===== src/rtl/psr_bank.sv =====
// Banked program status registers: CPSR plus five per-mode SPSRs, with a small sequencer
// for exception entry/return and direct MSR-style writes.
module psr_bank (
    input  logic        clk,
    input  logic        reset,
    input  logic        exc_req,
    input  logic [4:0]  exc_mode,
    input  logic        ret_req,
    input  logic        msr_cpsr_we,
    input  logic        msr_spsr_we,
    input  logic [31:0] msr_data,
    output logic [31:0] cpsr,
    output logic [31:0] spsr_out,
    output logic        busy,
    output logic        done,
    output logic        fault
);

    localparam int unsigned NumSpsr = 5;

    localparam logic [4:0] ModeUsr = 5'b10000;
    localparam logic [4:0] ModeFiq = 5'b10001;
    localparam logic [4:0] ModeIrq = 5'b10010;
    localparam logic [4:0] ModeSvc = 5'b10011;
    localparam logic [4:0] ModeAbt = 5'b10111;
    localparam logic [4:0] ModeUnd = 5'b11011;
    localparam logic [4:0] ModeSys = 5'b11111;

    localparam logic [2:0] NoSpsr = 3'd7;
    localparam logic [31:0] CpsrReset = 32'h0000_00D3;

    typedef enum logic [2:0] {
        StIdle,
        StSave,
        StSwitch,
        StRestore,
        StDone
    } state_e;

    // USR, SYS and undefined encodings share the "no SPSR" index.
    function automatic logic [2:0] spsr_idx(input logic [4:0] mode);
        logic [2:0] idx;
        case (mode)
            ModeFiq: idx = 3'd0;
            ModeSvc: idx = 3'd1;
            ModeAbt: idx = 3'd2;
            ModeIrq: idx = 3'd3;
            ModeUnd: idx = 3'd4;
            ModeUsr, ModeSys: idx = NoSpsr;
            default: idx = NoSpsr;
        endcase
        return idx;
    endfunction

    state_e      state_q, state_d;
    logic [31:0] cpsr_q, cpsr_d;
    logic [4:0]  mode_q, mode_d;
    logic        fault_q, fault_d;
    logic [31:0] spsr_q [NumSpsr];

    logic [2:0]  cur_idx;
    logic [31:0] spsr_rd;
    logic        spsr_we;
    logic [2:0]  spsr_widx;
    logic [31:0] spsr_wdata;

    assign cur_idx = spsr_idx(cpsr_q[4:0]);

    always_comb begin
        spsr_rd = '0;
        for (int i = 0; i < NumSpsr; i++) begin
            if (cur_idx == 3'(i)) begin
                spsr_rd = spsr_q[i];
            end
        end
    end

    always_comb begin
        state_d    = state_q;
        cpsr_d     = cpsr_q;
        mode_d     = mode_q;
        fault_d    = 1'b0;
        spsr_we    = 1'b0;
        spsr_widx  = cur_idx;
        spsr_wdata = msr_data;

        unique case (state_q)
            StIdle: begin
                if (exc_req) begin
                    if (spsr_idx(exc_mode) != NoSpsr) begin
                        mode_d  = exc_mode;
                        state_d = StSave;
                    end else begin
                        fault_d = 1'b1;
                    end
                end else if (ret_req) begin
                    if (cur_idx != NoSpsr) begin
                        state_d = StRestore;
                    end else begin
                        fault_d = 1'b1;
                    end
                end else if (msr_cpsr_we) begin
                    cpsr_d = msr_data;
                end else if (msr_spsr_we) begin
                    if (cur_idx != NoSpsr) begin
                        spsr_we = 1'b1;
                    end else begin
                        fault_d = 1'b1;
                    end
                end
            end
            StSave: begin
                spsr_we    = 1'b1;
                spsr_widx  = spsr_idx(mode_q);
                spsr_wdata = cpsr_q;
                state_d    = StSwitch;
            end
            StSwitch: begin
                // Mask IRQ, mask FIQ only when entering FIQ, force ARM state.
                cpsr_d  = {cpsr_q[31:8], 1'b1, (mode_q == ModeFiq) ? 1'b1 : cpsr_q[6], 1'b0,
                           mode_q};
                state_d = StDone;
            end
            StRestore: begin
                cpsr_d  = spsr_rd;
                state_d = StDone;
            end
            StDone: begin
                state_d = StIdle;
            end
            default: begin
                state_d = StIdle;
            end
        endcase
    end

    always_ff @(posedge clk or posedge reset) begin
        if (reset) begin
            state_q <= StIdle;
            cpsr_q  <= CpsrReset;
            mode_q  <= ModeSvc;
            fault_q <= 1'b0;
        end else begin
            state_q <= state_d;
            cpsr_q  <= cpsr_d;
            mode_q  <= mode_d;
            fault_q <= fault_d;
        end
    end

    always_ff @(posedge clk or posedge reset) begin
        if (reset) begin
            for (int i = 0; i < NumSpsr; i++) begin
                spsr_q[i] <= '0;
            end
        end else if (spsr_we) begin
            for (int i = 0; i < NumSpsr; i++) begin
                if (spsr_widx == 3'(i)) begin
                    spsr_q[i] <= spsr_wdata;
                end
            end
        end
    end

    assign cpsr     = cpsr_q;
    assign spsr_out = spsr_rd;
    assign busy     = (state_q == StSave) || (state_q == StSwitch) || (state_q == StRestore);
    assign done     = (state_q == StDone);
    assign fault    = fault_q;

endmodule


===== config.mk =====
export PLATFORM = sky130hd
export DESIGN_NAME = psr_bank
export DESIGN_NICKNAME = d
export VERILOG_FILES = /design/src/rtl/psr_bank.sv
export SDC_FILE = /design/constraint.sdc
export NUM_CORES = 1
export LEC_CHECK = 0
export BUFFER_PORTS_ARGS = -buffer_cell sky130_fd_sc_hd__buf_2
export CORE_MARGIN = 2
export CORE_UTILIZATION = 45
export DETAILED_ROUTE_END_ITERATION = 10
export GPL_TIMING_DRIVEN = 1
export HOLD_SLACK_MARGIN = 0.12
export PLACE_DENSITY_LB_ADDON = 0.05
export RECOVER_POWER = 25
export SLEW_MARGIN = 10
export SYNTH_ARGS = -nofsm -noshare
export SYNTH_HDL_FRONTEND = slang
export SYNTH_SLANG_ARGS = --single-unit

===== constraint.sdc =====
create_clock -name clk -period 6.8 [get_ports clk]
set_input_delay 0.34 -clock clk [delete_from_list [all_inputs] [get_ports clk]]
set_output_delay 0.34 -clock clk [all_outputs]
set_load 0.01 [all_outputs]

==> parameters.txt, run 1 <==
Parameter                              Value

Clock network
  Buffers inserted during post-CTS setup optimization ... 0
  Root buffer cell ... clkbuf_16
  Number of H-tree levels ... 1
  TritonCTS clock tree ... built
  TritonCTS buffer count ... 22
  Number of sinks on the clock net ... 201
  Max Buffers Root-to-Sink ... 3
  Clock Pin Slew Worst Setup and Hold Paths ... 0.06 ns
  Clock insertion delay at the later pin of the skew report ... 0.51 ns

Placement
  HPWL after DPL ... 16080 um
  Buffers added on ports ... 109
  Last weighted congestion value of the routability-driven placer ... 0.7344
  Worst slack at placement ... 3.109 ns

Hold path
  Worst hold start ... msr_data[8]
  Hold worst-path end ... cpsr[8]$_DFFE_PP0P_
  Class of the most critical hold timing path ... primary input to register
  Hold Path Cell Cnt ... 3

Run status
  Run status ... finished, final reports clean

STA
  Setup TNS ... 0 ns
  Number of hold violations in the final report ... 0
  F_max ... 0.2595 GHz
  Final critical path time including I/O delays and setup ... 3.854 ns
  Crit share post-route ... 56.68%
  Relative max-transition margin ... 36.46%
  Actual slew at the worst max-slew pin ... 0.9531 ns
  Number of pins exceeding their max-slew limit in the final report ... 0
  Final worst clock skew ... 0.01132 ns
  Worst hold margin ... 0.1181 ns
  Unrepaired setup endpoints after global routing ... no
  Number of endpoints failing setup at the final stage ... 0
  Setup ws final ... 2.946 ns

Die
  Number of top-level design ports ... 110
  Width of the chip ... 152.2 um
  Die Outline Area ... 23170 um2
  Floorplan die height ... 152.2 um
  Floorplan row count ... 54
  Initial core utilization ... 45.59%
  Area of the core ... 21690 um2

Logic synthesis
  Number of synthesized register bits ... 201
  Post-synthesis cell type with the largest combined area ... dfrtp_1
  Mapped Cells ... 1006
  Number of enable-type register cells in the synthesized netlist ... 0
  Most frequent cell after synthesis ... dfrtp_1
  Async set-reset flop share out of synthesis ... 100.0%
  Post-Synthesis Cell Area ... 9887 um2
  Share of synthesized area occupied by flip-flops and latches ... 50.97%
  Cell variety after synth ... 51
  Yosys warning count ... 0
  Fraction of post-synthesis cell area in the top cell type by area ... 48.85%
  Flip-flop cell with the highest count after synthesis ... dfrtp_1
  Area contributors post-synth ... dfrtp_1, a21oi_1, mux2i_1
  Avg Cell Area, Syn ... 9.828 um2
  Cell types with the highest counts after synthesis ... dfrtp_1, nor2_1, a21oi_1
  Synthesized Nets ... 1049

Layout
  Antenna diodes ... 0
  Post-layout utilization of the core ... 51.78%
  Area Growth Syn to Fin ... 13.58%
  Fraction of layout instances using a drive strength above 1 ... 16.02%
  Fin nets ... 1134
  Register cell area after layout ... 5040 um2
  Number of fill cells ... 2014
  Area of the multi-input gates ... 4098 um2

Worst setup path
  Type of the worst setup path ... register to output port
  Endpoint of the worst register-to-register path ... spsr_q[86]$_DFFE_PP0P_
  CP peak stage delay ... 1.08 ns
  Kind of start point of the critical path ... register
  Cell-by-cell trace of the critical path ... nand2b_1 > nor3_4 > buf_4 > a221o_1 > a22o_1 > buf_2
  Slowest-stage cell, CP ... dfstp_2
  Worst Setup SP ... cpsr[0]$_DFFE_PP1P_
  Number of cells traversed by the worst register-to-register path ... 7
  Crit. End Element ... output port
  Critical path peak fanout ... 42
  Register-to-register setup slack ... 3.12 ns
  Arrival time of the worst setup path ... 3.51 ns
  CP required ... 6.46 ns
  Reg2reg start ... cpsr[0]$_DFFE_PP1P_

Route
  Total number of vias ... 7644
  Average routed wire per standard cell ... 19.29 um
  Number of nets still failing antenna checks after routing ... 0
  Vias per Instance ... 5.519
  Total wirelength of the detailed-routed design ... 26720 um
  Starting DRT DRC Count ... 443
  Router iterations before antenna repair ... 5
  Post-detailed-route DRC marker count ... 0

Power and ir drop
  Largest voltage drop on the vdd net ... 0.2004 mV
  Clock Power Share ... 24.5%
  Sequential Power Share ... 42.0%
  Sw Pwr ... 1.835 mW
  Combinational share of power ... 33.5%
  Pwr Total ... 4.860 mW
  Leakage ... 5.301 nW
  Pwr per Cell Area ... 432.8 nW/um2
  Switching part of the total power ... 37.75%
  Internal ... 3.026 mW

GRT
  Vias in the first global route ... 7381
  Residual overflow from global routing ... 0
  Initial antenna violation count ... 0
  Global-route usage over all layers ... 22.98%
  Wire length of the first global-routing pass ... 42970 um
  Maximum number of pins on one net before global-route repair ... 135

Flow run
  Number of max-cap violations ... 0
metrics by stage:
stage                     cell area [um2]  instances
after global placement              10420       1334
after floorplan                      9887       1006
after detailed placement            10420       1334
after CTS                           11260       1385
final                               11230       1385
after global routing                11230       1385
area by class of cell:
cell class / count / share of cell area (%)
clock inverters: 3 / 0.3565
flip-flops and latches: 201 / 44.88
multi-input cells: 660 / 36.49
inverters: 68 / 2.340
well taps: 280 / 3.120
repair buffers: 138 / 6.841
clock buffers: 35 / 5.972
metal layers:
metal / GRT usage, % / up-vias / part of all wire (%)
met3: 3.356 / 34 / 5.3
li1: - / 3673 / -
met5: 0 / - / 0
met1: 33.48 / 3745 / 48
met2: 36.81 / 192 / 45
met4: 4.806 / 0 / 1.5
power by group through the flow:
| stage | Combinational (mW) | Clock (mW) | Sequential [mW] |
|---|---|---|---|
| final | 1.63 | 1.19 | 2.04 |
| after global routing | 1.83 | 1.27 | 2.10 |
| after CTS | 1.66 | 1.22 | 2.03 |
| after detailed placement | 1.65 | 0 | 2.05 |
| after global placement | 1.63 | 0 | 2.04 |
| after floorplan | 1.19 | 0 | 1.95 |
kinds of logic (layout without fill, tap and decap cells):
family | Yosys count | in the layout | synth area share [%]
simple gates | 254 | 254 | 11.50
flops | 201 | 201 | 50.97
mux | 69 | 69 | 7.036
compound gates | 337 | 337 | 22.72
buf+inv | 145 | 244 | 7.770
critical path: cells and delay by family (launching register included):
family,cells,cell delay (ns)
DFF,1,1.08
AOI/OAI and AO/OA,2,0.42
buffers and inverters,2,0.56
and+or+nand+nor,2,0.93
repair_timing:
action,4_1_cts,5_1_grt
hold buffers,13,0
gates resized for setup,0,0
endpoints found under the hold margin,60,0
setup endpoints to repair,0,0
worst max-delay path by stage:
stage	slack, ns	endpoint	depth (start not counted)
2_1_floorplan	0.99	cpsr[10]$_DFFE_PP0P_	1
5_1_grt	2.73	spsr_out[31]	6
3_3_place_gp	3.18	spsr_q[85]$_DFFE_PP0P_	6
6_report	2.95	spsr_out[29]	6
3_5_place_dp	3.11	spsr_q[79]$_DFFE_PP0P_	7
4_1_cts	2.92	spsr_out[29]	6
registers in the layout, summed over array words and instances, names as in the netlist:
register / cells
spsr_q: 160
cpsr: 32
mode_q: 5
state_q: 3
fault: 1
cells in the final DEF, fill, tap and decap left out, types with 4 or more instances in the layout:
cell type and n:
a21boi_0 24, a21oi_1 151, a21oi_2 12, a221o_1 27, a221oi_1 5, a22o_1 26, a311o_1 4, a31oi_1 9
and3_1 7, buf_2 87, buf_4 16, clkbuf_1 29, clkbuf_16 23, clkbuf_8 5, dfrtp_1 193, dfstp_2 8
dlygate4sd3_1 13, inv_1 67, mux2_2 4, mux2i_1 65, nand2_1 40, nand2b_1 10, nand3_1 4, nor2_1 166
nor2b_1 7, o21ai_0 35, o2bb2ai_1 25, o32ai_1 4
No activity file was read; power rests on OpenSTA's default activity.
==> run 2, diff against run 1 <==
==> constraint.sdc (replaced) <==
create_clock -name clk -period 3.63 [get_ports clk]
set_input_delay 0.1815 -clock clk [delete_from_list [all_inputs] [get_ports clk]]
set_output_delay 0.1815 -clock clk [all_outputs]
set_load 0.01 [all_outputs]
==> run 2 against run 1 <==
Compared with the run above:
- via count rose by 1.9%
- critical endpoint unchanged
- the run now ends with capacitance limit, slew limit left
- clock skew fell by 0.0014 ns
- routed wire length rose by 0.48%
- first-iteration DRC count grew 15%
- cell count is 2.9% higher
- clock power increased by 92%
- die area stayed put
- highest routed layer unchanged
- sequential share of layout area down 1.7 points
==> parameters.txt, run 2 (synthesized netlist as in run 1, its figures left out) <==
Parameter                              Value

Run status
  Violated checks ... capacitance limit, slew limit
  Run status ... finished, violations left

Clock network
  Post_cts resized ... 0
  Buffers inserted during post-CTS setup optimization ... 0
  Post-cts hold buffer count ... 39
  Number of sinks on the clock net ... 201
  Clock insertion delay at the later pin of the skew report ... 0.50 ns
  TritonCTS clock tree ... built
  Number of H-tree levels ... 1
  Root buffer cell ... clkbuf_16
  Clock Pin Slew Worst Setup and Hold Paths ... 0.06 ns
  Max Buffers Root-to-Sink ... 3
  TritonCTS buffer count ... 23

GRT
  GR peak layer ... met2
  Residual overflow from global routing ... 0
  Maximum number of pins on one net before global-route repair ... 65
  Vias in the first global route ... 7749
  GR Layer Usage met2 ... 38.80%
  Wire length of the first global-routing pass ... 44090 um
  Global-route usage over all layers ... 23.46%
  GR met3 Demand/Resource ... 2.446%
  Global-route track usage on met1 ... 33.86%
  Initial antenna violation count ... 0

STA
  Worst hold margin ... 0.1253 ns
  Number of hold violations in the final report ... 0
  Crit share post-route ... 81.45%
  Final worst clock skew ... 0.009915 ns
  F_max ... 0.3382 GHz
  Setup ws final ... 0.6732 ns
  Relative max-transition margin ... -17.10%
  Number of endpoints failing setup at the final stage ... 0
  Actual slew at the worst max-slew pin ... 1.747 ns
  Number of pins exceeding their max-slew limit in the final report ... 39
  Final critical path time including I/O delays and setup ... 2.957 ns
  Setup TNS ... 0 ns
  Unrepaired setup endpoints after global routing ... no

Route
  Starting DRT DRC Count ... 510
  Router iterations before antenna repair ... 4
  Vias per Instance ... 5.469
  Total wirelength of the detailed-routed design ... 26850 um
  Average routed wire per standard cell ... 18.84 um
  Total number of vias ... 7793
  Number of nets still failing antenna checks after routing ... 0
  Post-detailed-route DRC marker count ... 0

Layout
  Post-layout instance area ... 11660 um2
  Area Growth Syn to Fin ... 17.93%
  Fin nets ... 1173
  Number of fill cells ... 1994
  Register cell area after layout ... 5040 um2
  Register bank with the most flops ... spsr_q
  Fraction of layout instances using a drive strength above 1 ... 16.51%
  Area of the multi-input gates ... 4098 um2
  Largest register FFs ... 160
  Most common cell after layout, fill and taps aside ... dfrtp_1
  Non-filler cells, final ... 1425
  Most used cells in the layout excluding fill and tap cells ... dfrtp_1, nor2_1, a21oi_1
  Antenna diodes ... 0
  Post-layout utilization of the core ... 53.76%

Power and ir drop
  Pwr Total ... 9.231 mW
  Leakage ... 5.487 nW
  Pwr per Cell Area ... 791.7 nW/um2
  Largest voltage drop on the vdd net ... 0.3726 mV

Die
  Width of the chip ... 152.2 um
  Floorplan row count ... 54
  Die Outline Area ... 23170 um2
  Number of top-level design ports ... 110
  Area of the core ... 21690 um2
  Floorplan die height ... 152.2 um
  Initial core utilization ... 45.59%

Placement
  Placed Instance Area ... 10590 um2
  HPWL after DPL ... 16750 um
  Last weighted congestion value of the routability-driven placer ... 0.7905
  Worst slack at placement ... 1.169 ns
  Number of placed cells counting well taps ... 1346
  Buffers added on ports ... 109

Worst setup path
  Crit path max-delay family ... flip-flops
  CP required ... 3.45 ns
  Type of the worst setup path ... register to output port
  Critical path peak fanout ... 18
  Crit. End Element ... output port
  Kind of start point of the critical path ... register
  Critical path buffers and inverters ... 3
  Cell-by-cell trace of the critical path ... nand2b_1 > nor3_4 > buf_4 > buf_4 > a221o_1 > a22o_1 > buf_2
  Slowest-stage cell, CP ... dfstp_2
  CP peak stage delay ... 0.75 ns
  Worst path most repeated cell ... buf_4
  Arrival time of the worst setup path ... 2.78 ns
  Register-to-register setup slack ... 1.13 ns

Hold path
  Class of the most critical hold timing path ... primary input to register

Flow run
  Number of max-cap violations ... 1
run 2: cell types whose count changed in the layout (fill, tap and decap cells not counted), sizes merged:
| cell | delta |
|---|---|
| dlygate4sd3 | +26 |
| buf | +6 |
| clkbuf | +6 |
| clkinv | +1 |
| clkinvlp | +1 |
run 2: per-layer routing:
layer	part of all wire [%]	wire length (um)
met3	3.6	968
met4	1.8	483
met5	0	0
met1	47	12590
met2	48	12810
run 2: worst register-to-register path, delay by kind of cell (launching register included):
family                 cells  cell delay [ns]
and+or+nand+nor            3             0.88
buffers and inverters      1             0.32
AOI/OAI and AO/OA          2             0.70
DFF                        1             0.52
run 2: final timing paths:
path | startpoint | end | cells after the start
max | cpsr[0]$_DFFE_PP1P_ | spsr_out[29] | 7
min in group asynchronous | reset | spsr_q[6]$_DFFE_PP0P_ | 3
min | ret_req | state_q[0]$_DFFE_PP0P_ | 3
min reg2reg | cpsr[6]$_DFFE_PP1P_ | cpsr[6]$_DFFE_PP1P_ | 2
max in group asynchronous | reset | spsr_q[151]$_DFFE_PP0P_ | 4
max reg2reg | cpsr[3]$_DFFE_PP0P_ | spsr_q[49]$_DFFE_PP0P_ | 6
run 2: final cells by class:
type / count / share of cell area (%)
repair buffers: 176 / 10.04
clock buffers: 35 / 5.923
well taps: 280 / 3.005
flip-flops and latches: 201 / 43.22
multi-input cells: 660 / 35.14
inverters: 68 / 2.200
clock inverters: 5 / 0.4614
run 2: where the power goes:
part	internal, mW	switching [mW]	total [mW]
Sequential	3.14	0.610	3.75
Clock	1.38	0.918	2.29
Combinational	1.28	1.91	3.19
Total	5.79	3.44	9.23
==> run 3, diff against run 2 <==
==> constraint.sdc (replaced) <==
create_clock -name clk -period 2.6 [get_ports clk]
set_input_delay 0.13 -clock clk [delete_from_list [all_inputs] [get_ports clk]]
set_output_delay 0.13 -clock clk [all_outputs]
set_load 0.01 [all_outputs]
==> run 3 against run 2 <==
Compared with the run above:
- the flow now finishes without violations
- register-to-register slack lost 0.81 ns
- core utilization is 1.1 points higher
- flip-flop and latch count unchanged
- critical path depth fell by 1
- combinational power grew 48%
- critical endpoint unchanged
- largest power group unchanged
- highest routed layer unchanged
==> parameters.txt, run 3 (synthesized netlist as in run 1, its figures left out) <==
Parameter                              Value

Placement
  Last weighted congestion value of the routability-driven placer ... 0.8051
  HPWL after DPL ... 17160 um
  Placed Instance Area ... 10700 um2
  Number of placed cells counting well taps ... 1360
  Buffers added on ports ... 109

Layout
  Register cell area after layout ... 5042 um2
  Largest register FFs ... 160
  Most common cell after layout, fill and taps aside ... dfrtp_1
  Register bank with the most flops ... spsr_q
  Number of fill cells ... 1991
  Fraction of layout instances using a drive strength above 1 ... 20.00%
  Area Growth Syn to Fin ... 20.37%
  Non-filler cells, final ... 1445
  Post-layout instance area ... 11900 um2
  Fin nets ... 1191
  Antenna diodes ... 0
  Area of the multi-input gates ... 4108 um2
  Most used cells in the layout excluding fill and tap cells ... dfrtp_1, nor2_1, a21oi_1
  Post-layout utilization of the core ... 54.87%

Die
  Floorplan die height ... 152.2 um
  Initial core utilization ... 45.59%
  Number of top-level design ports ... 110
  Floorplan row count ... 54
  Width of the chip ... 152.2 um
  Area of the core ... 21690 um2
  Die Outline Area ... 23170 um2

Clock network
  TritonCTS clock tree ... built
  Number of sinks on the clock net ... 201
  Root buffer cell ... clkbuf_16
  Clock insertion delay at the later pin of the skew report ... 0.51 ns
  Max Buffers Root-to-Sink ... 3
  Clock Pin Slew Worst Setup and Hold Paths ... 0.06 ns
  TritonCTS buffer count ... 24
  Number of H-tree levels ... 1

Route
  Highest signal layer in the routed design ... met4
  Vias per Instance ... 5.383
  Post-detailed-route DRC marker count ... 0
  Total wirelength of the detailed-routed design ... 26840 um
  Average routed wire per standard cell ... 18.57 um
  Met2 wire len ... 13070 um
  Starting DRT DRC Count ... 415
  Total number of vias ... 7778
  Metal-1 WL ... 12470 um
  Number of nets still failing antenna checks after routing ... 0
  Metal3 WL ... 1001 um
  Router iterations before antenna repair ... 4

Worst setup path
  Cell-by-cell trace of the critical path ... nand2_1 > nor3b_4 > buf_12 > a221o_1 > a22o_1 > buf_2
  Crit. End Element ... output port
  CP peak stage delay ... 0.62 ns
  Arrival time of the worst setup path ... 2.35 ns
  Kind of start point of the critical path ... register
  Crit path max-delay family ... flip-flops
  Critical path peak fanout ... 23
  Critical path buffers and inverters ... 2
  Slowest-stage cell, CP ... dfstp_2
  CP required ... 2.47 ns
  Type of the worst setup path ... register to output port

STA
  Number of endpoints failing setup at the final stage ... 0
  Crit share post-route ... 95.40%
  Unrepaired setup endpoints after global routing ... no
  Relative max-transition margin ... 9.019%
  Actual slew at the worst max-slew pin ... 1.365 ns
  Number of pins exceeding their max-slew limit in the final report ... 0
  Number of hold violations in the final report ... 0
  Final critical path time including I/O delays and setup ... 2.480 ns
  F_max ... 0.4032 GHz
  Final worst clock skew ... 0.008664 ns

GRT
  Initial antenna violation count ... 0
  Residual overflow from global routing ... 0
  Vias in the first global route ... 7744
  Wire length of the first global-routing pass ... 43620 um
  Maximum number of pins on one net before global-route repair ... 96
  Global-route usage over all layers ... 23.26%

Run status
  Run status ... finished, final reports clean

Power and ir drop
  Leakage ... 5.650 nW
  Largest voltage drop on the vdd net ... 0.5505 mV
  Pwr per Cell Area ... 1103 nW/um2

Flow run
  Number of max-cap violations ... 0

Hold path
  Class of the most critical hold timing path ... primary input to async pin
## run 3: cell types whose count changed in the layout (fill, tap and decap cells not counted), sizes merged
cell / change
bufinv: -1
clkinvlp: +1
clkbuf: -21
dlygate4sd3: +2
buf: +39
## run 3: stage by stage
step / setup WS (ns) / total power, mW / hold WS [ns] / TNS (ns)
6_report: 0.1197 / 13.12 / 0.1955 / 0
5_1_grt: 0.02694 / 14.03 / 0.2563 / 0
4_1_cts: 0.03368 / 13.22 / 0.1441 / 0
3_5_place_dp: 0.4316 / 9.853 / 0.1293 / 0
3_3_place_gp: 0.4399 / 9.782 / 0.1287 / 0
2_1_floorplan: -0.1258 / 8.230 / 0.2750 / -24.28
## run 3: worst paths after layout
kind	startpoint	end	slack (ns)	cells past startpoint
setup / recovery	cpsr[4]$_DFFE_PP1P_	spsr_out[29]	0.12	6
hold / removal	reset	spsr_q[131]$_DFFE_PP0P_	0.20	3
setup reg to reg	cpsr[0]$_DFFE_PP1P_	state_q[0]$_DFFE_PP0P_	0.32	6
hold reg to reg	cpsr[6]$_DFFE_PP1P_	cpsr[6]$_DFFE_PP1P_	0.50	2
max in group asynchronous	reset	spsr_q[156]$_DFFE_PP0P_	0.65	4
min in group clk	exc_mode[4]	mode_q[4]$_DFFE_PP1P_	0.20	5
## run 3: area by class of cell
cell class,count,area share [%]
timing repair buffer,193,11.59
sequential,201,42.37
clock buffer,38,6.171
inverter,68,2.155
clock inverter,5,0.2628
tap,280,2.944
multi-input combinational,660,34.51
## run 3: layer usage
layer | vias to the layer above | global-route usage, %
li1 | 3795 | -
met1 | 3820 | 32.68
met2 | 140 | 39.19
met3 | 23 | 3.385
met4 | 0 | 3.738
met5 | - | 0
## run 3: where the power goes
part	total, mW	leakage [nW]	switching [mW]	internal [mW]
sequential	5.17	2.45	0.792	4.38
combinational	4.72	2.82	2.77	1.95
clock	3.23	0.376	1.30	1.93
## run 3: timing repair
item,4_1_cts,5_1_grt
resized for setup,4,6
cloned,0,0
setup buffers,1,0
hold endpoints to repair,369,0
pin swaps,1,0
hold buffers,41,0
endpoints found under the setup margin,23,19
## run 3: worst register-to-register path: cells and delay by family (launching register included)
family / cells / cell delay [ns]
AO/OA/AOI/OAI: 3 / 0.59
buffers and inverters: 2 / 0.79
flip-flops: 1 / 0.60
AND/OR/NAND/NOR: 1 / 0.23
